File: config.mk
export PLATFORM = sky130hd
export DESIGN_NAME = network_source_sched
export DESIGN_NICKNAME = d
export VERILOG_FILES = /design/src/rtl/network_source_sched_pkg.sv /design/src/rtl/network_source_sched_ring.sv /design/src/rtl/network_source_sched.sv
export SDC_FILE = /design/constraint.sdc
export NUM_CORES = 1
export LEC_CHECK = 0
export ABC_CLOCK_PERIOD_IN_PS = 18600
export BUFFER_PORTS_ARGS = -buffer_cell sky130_fd_sc_hd__buf_4
export CAP_MARGIN = 20
export CORE_MARGIN = 1
export CORE_UTILIZATION = 65
export DETAILED_ROUTE_END_ITERATION = 10
export PLACE_DENSITY = 0.83
export SYNTH_ARGS = -nofsm -noshare
export SYNTH_HDL_FRONTEND = slang
export SYNTH_SLANG_ARGS = --single-unit
File: constraint.sdc
create_clock -name clk -period 18.6 [get_ports clk]
set_input_delay 2.79 -clock clk [delete_from_list [all_inputs] [get_ports clk]]
set_output_delay 2.79 -clock clk [all_outputs]
set_load 0.05 [all_outputs]
File: src/rtl/network_source_sched_pkg.sv
// source_config: opcodes, packet field widths and saturating add shared by the source scheduler
`ifndef SRC_WIDTH
`define SRC_WIDTH 32
`endif
package source_config;
    localparam int NET_NUM_INP = 4;
    localparam int NET_CHARGE_WIDTH = 8;
    localparam int OPC_WIDTH = $clog2(5);
    localparam int IDX_WIDTH = (NET_NUM_INP > 1) ? $clog2(NET_NUM_INP) : 0;
    localparam int SPK_WIDTH = IDX_WIDTH + NET_CHARGE_WIDTH;
    typedef enum logic [OPC_WIDTH-1:0] {NOP, RUN, SPK, CLR, DEC, NUM_OPS} opcode_t;
    function automatic logic signed [NET_CHARGE_WIDTH-1:0] sat_add(
        input logic signed [NET_CHARGE_WIDTH-1:0] a,
        input logic signed [NET_CHARGE_WIDTH-1:0] b,
        output logic clip
    );
        logic [NET_CHARGE_WIDTH:0] s;
        s = {a[NET_CHARGE_WIDTH-1], a} + {b[NET_CHARGE_WIDTH-1], b};
        clip = s[NET_CHARGE_WIDTH] ^ s[NET_CHARGE_WIDTH-1];
        return clip ? {s[NET_CHARGE_WIDTH], {(NET_CHARGE_WIDTH-1){~s[NET_CHARGE_WIDTH]}}}
                    : s[NET_CHARGE_WIDTH-1:0];
    endfunction
endpackage

File: src/rtl/network_source_sched_ring.sv
// spike_slot_ring: per-timestep charge slots with scheduled accumulate, step clear and head wrap
module spike_slot_ring
    import source_config::*;
#(
    parameter int DELAY_DEPTH = 8,
    parameter int SAT_ACCUM = 1,
    parameter int DW = 3,
    parameter int IW = 2
) (
    input  logic                               clk,
    input  logic                               arstn,
    input  logic                               step,
    input  logic                               wr_en,
    input  logic [IW-1:0]                      wr_idx,
    input  logic [DW-1:0]                      wr_dly,
    input  logic signed [NET_CHARGE_WIDTH-1:0] wr_val,
    input  logic                               clr,
    output logic signed [NET_CHARGE_WIDTH-1:0] rd_inp [NET_NUM_INP],
    output logic                               clip
);
    logic signed [NET_CHARGE_WIDTH-1:0] slot [DELAY_DEPTH][NET_NUM_INP];
    logic [DW-1:0] head, head_nx, tgt;
    logic signed [NET_CHARGE_WIDTH-1:0] old, sum, wr_new;
    logic sat_clip;
    assign rd_inp = slot[head];
    always_comb begin
        head_nx = (DELAY_DEPTH == 1) ? '0 : head + DW'(step);
        tgt = (DELAY_DEPTH == 1) ? '0 : head_nx + wr_dly;
        // a write into the slot being consumed this cycle starts from the cleared value
        old = (step && tgt == head) ? '0 : slot[tgt][wr_idx];
        sum = sat_add(old, wr_val, sat_clip);
        wr_new = (SAT_ACCUM != 0) ? sum : wr_val;
        clip = wr_en && (SAT_ACCUM != 0) && sat_clip;
    end
    always_ff @(posedge clk or negedge arstn) begin
        if (!arstn) begin
            head <= '0;
            for (int d = 0; d < DELAY_DEPTH; d++)
                for (int i = 0; i < NET_NUM_INP; i++)
                    slot[d][i] <= '0;
        end else if (clr) begin
            head <= '0;
            for (int d = 0; d < DELAY_DEPTH; d++)
                for (int i = 0; i < NET_NUM_INP; i++)
                    slot[d][i] <= '0;
        end else begin
            head <= head_nx;
            if (step)
                for (int i = 0; i < NET_NUM_INP; i++)
                    slot[head][i] <= '0;
            if (wr_en)
                slot[tgt][wr_idx] <= wr_new;
        end
    end
endmodule

File: src/rtl/network_source_sched.sv
// network_source_sched: decodes host packets into scheduled network input charges and run steps
`ifndef SRC_WIDTH
`define SRC_WIDTH 32
`endif
module network_source_sched
    import source_config::*;
#(
    parameter int RUN_WIDTH = 16,
    parameter int DELAY_DEPTH = 8,
    parameter int SAT_ACCUM = 1
) (
    input  logic                               clk,
    input  logic                               arstn,
    input  logic                               src_valid,
    output logic                               src_ready,
    input  logic [`SRC_WIDTH-1:0]              src,
    output logic                               out_ready,
    input  logic                               net_ready,
    output logic                               net_valid,
    output logic                               net_arstn,
    output logic signed [NET_CHARGE_WIDTH-1:0] net_inp [NET_NUM_INP],
    output logic                               sat_flag
);
    localparam int DLY_WIDTH = (DELAY_DEPTH > 1) ? $clog2(DELAY_DEPTH) : 0;
    localparam int DW = (DLY_WIDTH > 0) ? DLY_WIDTH : 1;
    localparam int IW = (IDX_WIDTH > 0) ? IDX_WIDTH : 1;
    localparam int PL = `SRC_WIDTH - OPC_WIDTH;
    localparam int PAY = (RUN_WIDTH > SPK_WIDTH + DLY_WIDTH) ? RUN_WIDTH : SPK_WIDTH + DLY_WIDTH;
    if (`SRC_WIDTH < OPC_WIDTH + PAY) begin : g_bad_width
        $error("SRC_WIDTH too small for opcode and payload");
    end
    if (DELAY_DEPTH < 1 || (DELAY_DEPTH & (DELAY_DEPTH - 1)) != 0) begin : g_bad_depth
        $error("DELAY_DEPTH must be a power of 2");
    end
    logic [OPC_WIDTH-1:0] op;
    logic [PL-1:0] pl;
    logic [RUN_WIDTH-1:0] run_cnt, count;
    logic [IW-1:0] spk_idx;
    logic [DW-1:0] spk_dly;
    logic signed [NET_CHARGE_WIDTH-1:0] spk_val;
    logic step, clip;
    assign src_ready = run_cnt <= RUN_WIDTH'(1);
    assign net_valid = run_cnt != '0;
    assign step = net_valid && net_ready;
    assign out_ready = op == DEC;
    always_comb begin
        op = (src_valid && src_ready) ? src[`SRC_WIDTH-1 -: OPC_WIDTH] : NOP;
        pl = src[PL-1:0];
        count = pl[PL-1 -: RUN_WIDTH];
        spk_idx = (IDX_WIDTH > 0) ? pl[PL-1 -: IW] : '0;
        spk_dly = (DLY_WIDTH > 0) ? pl[PL-1-IDX_WIDTH -: DW] : '0;
        spk_val = pl[PL-1-IDX_WIDTH-DLY_WIDTH -: NET_CHARGE_WIDTH];
    end
    always_ff @(posedge clk or negedge arstn) begin
        if (!arstn) begin
            run_cnt <= '0;
            net_arstn <= 1'b0;
            sat_flag <= 1'b0;
        end else begin
            net_arstn <= op != CLR;
            sat_flag <= (op != CLR) && (sat_flag || clip);
            if (op == CLR)
                run_cnt <= '0;
            else if (op == RUN)
                run_cnt <= (count == '0) ? RUN_WIDTH'(1) : count;
            else if (step)
                run_cnt <= run_cnt - RUN_WIDTH'(1);
        end
    end
    spike_slot_ring #(
        .DELAY_DEPTH(DELAY_DEPTH),
        .SAT_ACCUM(SAT_ACCUM),
        .DW(DW),
        .IW(IW)
    ) u_ring (
        .clk(clk),
        .arstn(arstn),
        .step(step),
        .wr_en(op == SPK),
        .wr_idx(spk_idx),
        .wr_dly(spk_dly),
        .wr_val(spk_val),
        .clr(op == CLR),
        .rd_inp(net_inp),
        .clip(clip)
    );
endmodule

==> metrics.txt <==
Sw Share=between 50% and 60%; Setup CP Type=primary input to register; CTS tree=done; Avg Inst Size Synth=~9.7 um^2; standby leakage power=approximately 7.4 nW; total power after layout=~3.2 mW; YS warnings=0; critical-path maximum fanout=73; max_cap viols=0; Fillers=between 1,500 and 2,000; number of synthesized flops with an enable pin=0; IO Count=between 70 and 80; WP data required=between 15,000 and 20,000 ps; prevailing post-synth register cell=dfrtp_1; Core Box Area=~25,000 um^2; Post-synth ARST share=100%; GRT Resource Usage Total=between 40 and 50%; total negative setup slack=0 ps; HPWL after DPL=around 36,000 um; post-CTS resize count=0; Starting Density=approximately 66%; crit end category=register; H-tree lvl count=1; crit path launch type=primary input; die width=between 150 and 200 um; Synth Instances=about 1,700; antenna-violating nets left=0; NetSw=around 1.8 mW; die height=approximately 160 um; final worst path period share=about 58%; port buffer count=between 50 and 60; full die area=about 26,000 um^2; vias in the first global route=between 15,000 and 20,000; cell internal pwr=~1.4 mW; Layout area overhead=10.0%; skew final=around 29 ps; Final setup viols=0; ant diodes=0; share of cells above drive strength 1=between 10% and 20%; power share of the clock group=18.0%; Post-CTS Hold Buffers=0; Avg WL per Cell=between 20 and 30 um; unrepaired setup endpoints after global routing=no; setup bufs post-CTS=0; final hold viol count=0; first-pass GRT wire length=91,700 um; Max Freq=about 0.093 GHz; Distinct cells, synth=74; Arr. time, crit path=between 10,000 and 15,000 ps; Max VDD drop=roughly 0.25 mV; worst slew pin tran=approximately 1200 ps; min cycle time layout=10,710 ps; register area share after synthesis=41.7%; Syn Nets=approximately 1,800; hold crit path type=register to register; Final Routed Wirelength=60,700 um; pwr dens=between 150 and 200 nW/um^2; CTS clock-pin slew for the worst setup and hold paths=~70 ps; clk_lat worst skew=a little under 600 ps; Mapped Area=16,600 um^2; Vias per Instance=just over 8; row cnt=between 50 and 60; Num CTS Buffers=29; fin nets=1,748; CTS Root Cell=clkbuf_16; Detailed Route Iter0 Violations=roughly 3,100; Reg power frac=20.2%; max_slew headroom=a little over a fifth; CTS sink count=around 280; largest net degree at the start of global routing=between 80 and 90; initial antenna violation count=1; Logic pwr share=between 60% and 70%; gpl congestion=approximately 0.98; status=complete, no violations; post-synthesis register bit count=about 280; DRC=0; drt pass-1 iters=7; fin util=about 73%; Clock Tree Buf Depth=3; grt ovf=0; Slew Viols, Final=0; total number of vias=between 15,000 and 20,000
## cell families (layout without fill, tap and decap cells)
group / count (synthesis) / count (layout) / synth area share, %
fa+ha+maj: 16 / 16 / 1.30
buf+inv: 180 / 177 / 4.53
compound gates: 576 / 576 / 22.7
flops: 277 / 277 / 41.7
simple gates: 553 / 553 / 19.9
xor+xnor: 22 / 22 / 1.16
mux: 93 / 93 / 8.65
## cell usage after synthesis (4+ instances only)
cell type / n / area share, %
a21o_1: 4 / 0.18
nand3_1: 198 / 6.0
nor2b_1: 13 / 0.49
a221oi_1: 4 / 0.21
buf_1: 13 / 0.29
nor4_1: 10 / 0.38
a2111oi_0: 5 / 0.26
or2_2: 4 / 0.15
buf_2: 25 / 0.75
a211oi_1: 14 / 0.63
dfrtp_1: 277 / 42
mux2_2: 4 / 0.27
nor3_1: 19 / 0.57
a22oi_1: 130 / 5.9
o31ai_1: 66 / 3.0
nand2_1: 117 / 2.6
nor3_4: 6 / 0.59
nand4_1: 81 / 3.1
a31oi_1: 40 / 1.5
mux4_2: 40 / 5.4
and3_1: 6 / 0.23
a21oi_1: 133 / 4.0
nand2b_1: 6 / 0.23
nor4_4: 23 / 2.9
mux2i_1: 49 / 3.0
ha_1: 14 / 1.1
o21ai_0: 98 / 3.0
a21oi_2: 4 / 0.21
a311oi_1: 35 / 1.8
nor2_1: 33 / 0.75
and2_1: 5 / 0.19
o22ai_1: 10 / 0.38
xor2_1: 8 / 0.42
clkbuf_1: 119 / 2.7
or3_1: 4 / 0.15
nor3b_1: 4 / 0.18
inv_1: 18 / 0.41
xnor2_1: 14 / 0.74
## through the flow
stage	cell area [um^2]	hold WS, ps	setup slack [ps]	std cells
after global placement	17300	502	7690	1994
after CTS	18300	526	8020	2043
final	18300	527	7890	2044
after global routing	18300	553	7520	2044
after detailed placement	17300	512	7490	1994
after floorplan	16600	483	9870	1717
## layer usage
layer	wire, um	up-vias	GRT usage, %
li1	-	6679	-
met1	20900	7889	60.2
met2	25600	1591	66.1
met3	10000	356	17.2
met4	4170	3	27.9
met5	49	-	0
## registers in the layout (all words and copies together) (netlist names)
signal	cells
net_arstn	1
u_ring.head	3
u_ring.slot	256
run_cnt	16
sat_flag	1
## final timing paths
check                            startpoint                to  slack (ps)  depth (start not counted)
min in group asynchronous             arstn       run_cnt[13]        2190                          1
setup / recovery                  net_ready  u_ring.slot[235]        7890                         23
hold reg to reg            u_ring.slot[208]  u_ring.slot[208]         530                          2
setup reg to reg                 run_cnt[2]  u_ring.slot[235]        8740                         24
hold / removal             u_ring.slot[208]  u_ring.slot[208]         530                          2
max in group asynchronous             arstn  u_ring.slot[213]       14590                          4
## power groups by stage
| stage | Combinational [mW] | Clock [mW] | Sequential [mW] |
|---|---|---|---|
| after detailed placement | 1.84 | 0 | 0.650 |
| final | 1.95 | 0.571 | 0.640 |
| after global placement | 1.82 | 0 | 0.649 |
| after CTS | 1.85 | 0.570 | 0.639 |
| after global routing | 2.00 | 0.590 | 0.641 |
| after floorplan | 1.24 | 0 | 0.638 |
## cell type report
cell class	instances	area, um^2	share of cell area, %
multi-input combinational	1260	9100	49.8
tap	330	413	2.26
timing repair buffer	110	853	4.67
clock inverter	6	58.8	0.322
inverter	18	67.6	0.370
clock buffer	43	848	4.64
sequential	277	6930	37.9
## placed cells by master (no fill, tap or decap), drive strengths merged, types with 5 or more instances in the layout
cell type,n
a211oi,14
clkbuf,43
a31oi,40
a22oi,130
o22ai,10
a311oi,35
dfrtp,277
buf,110
o21ai,100
nand4,81
xnor2,14
or3,5
and3,6
nand2b,6
nor2,33
nor3b,5
and2,5
nor3,27
nor2b,13
ha,14
inv,19
xor2,8
o31ai,66
nor4,36
mux4,40
mux2i,49
nand3,198
a21oi,137
nand2,117
a2111oi,5
## worst max-delay path, cell delays in order
cell and delay, ps:
buf_4 100, o21ai_1 150, inv_1 820, ha_1 430, ha_4 180, fa_4 470
xnor2_1 700, xor2_4 180, buf_4 570, buf_4 830, mux4_2 410, nor2b_1 140
a211oi_1 250, a211oi_1 110, ha_1 240, fa_1 430, a21o_1 190, a21o_1 230
a211oi_1 800, o21ai_0 280, a211oi_2 270, buf_4 360, o21ai_0 170
Power figures use the tool's default switching activity.
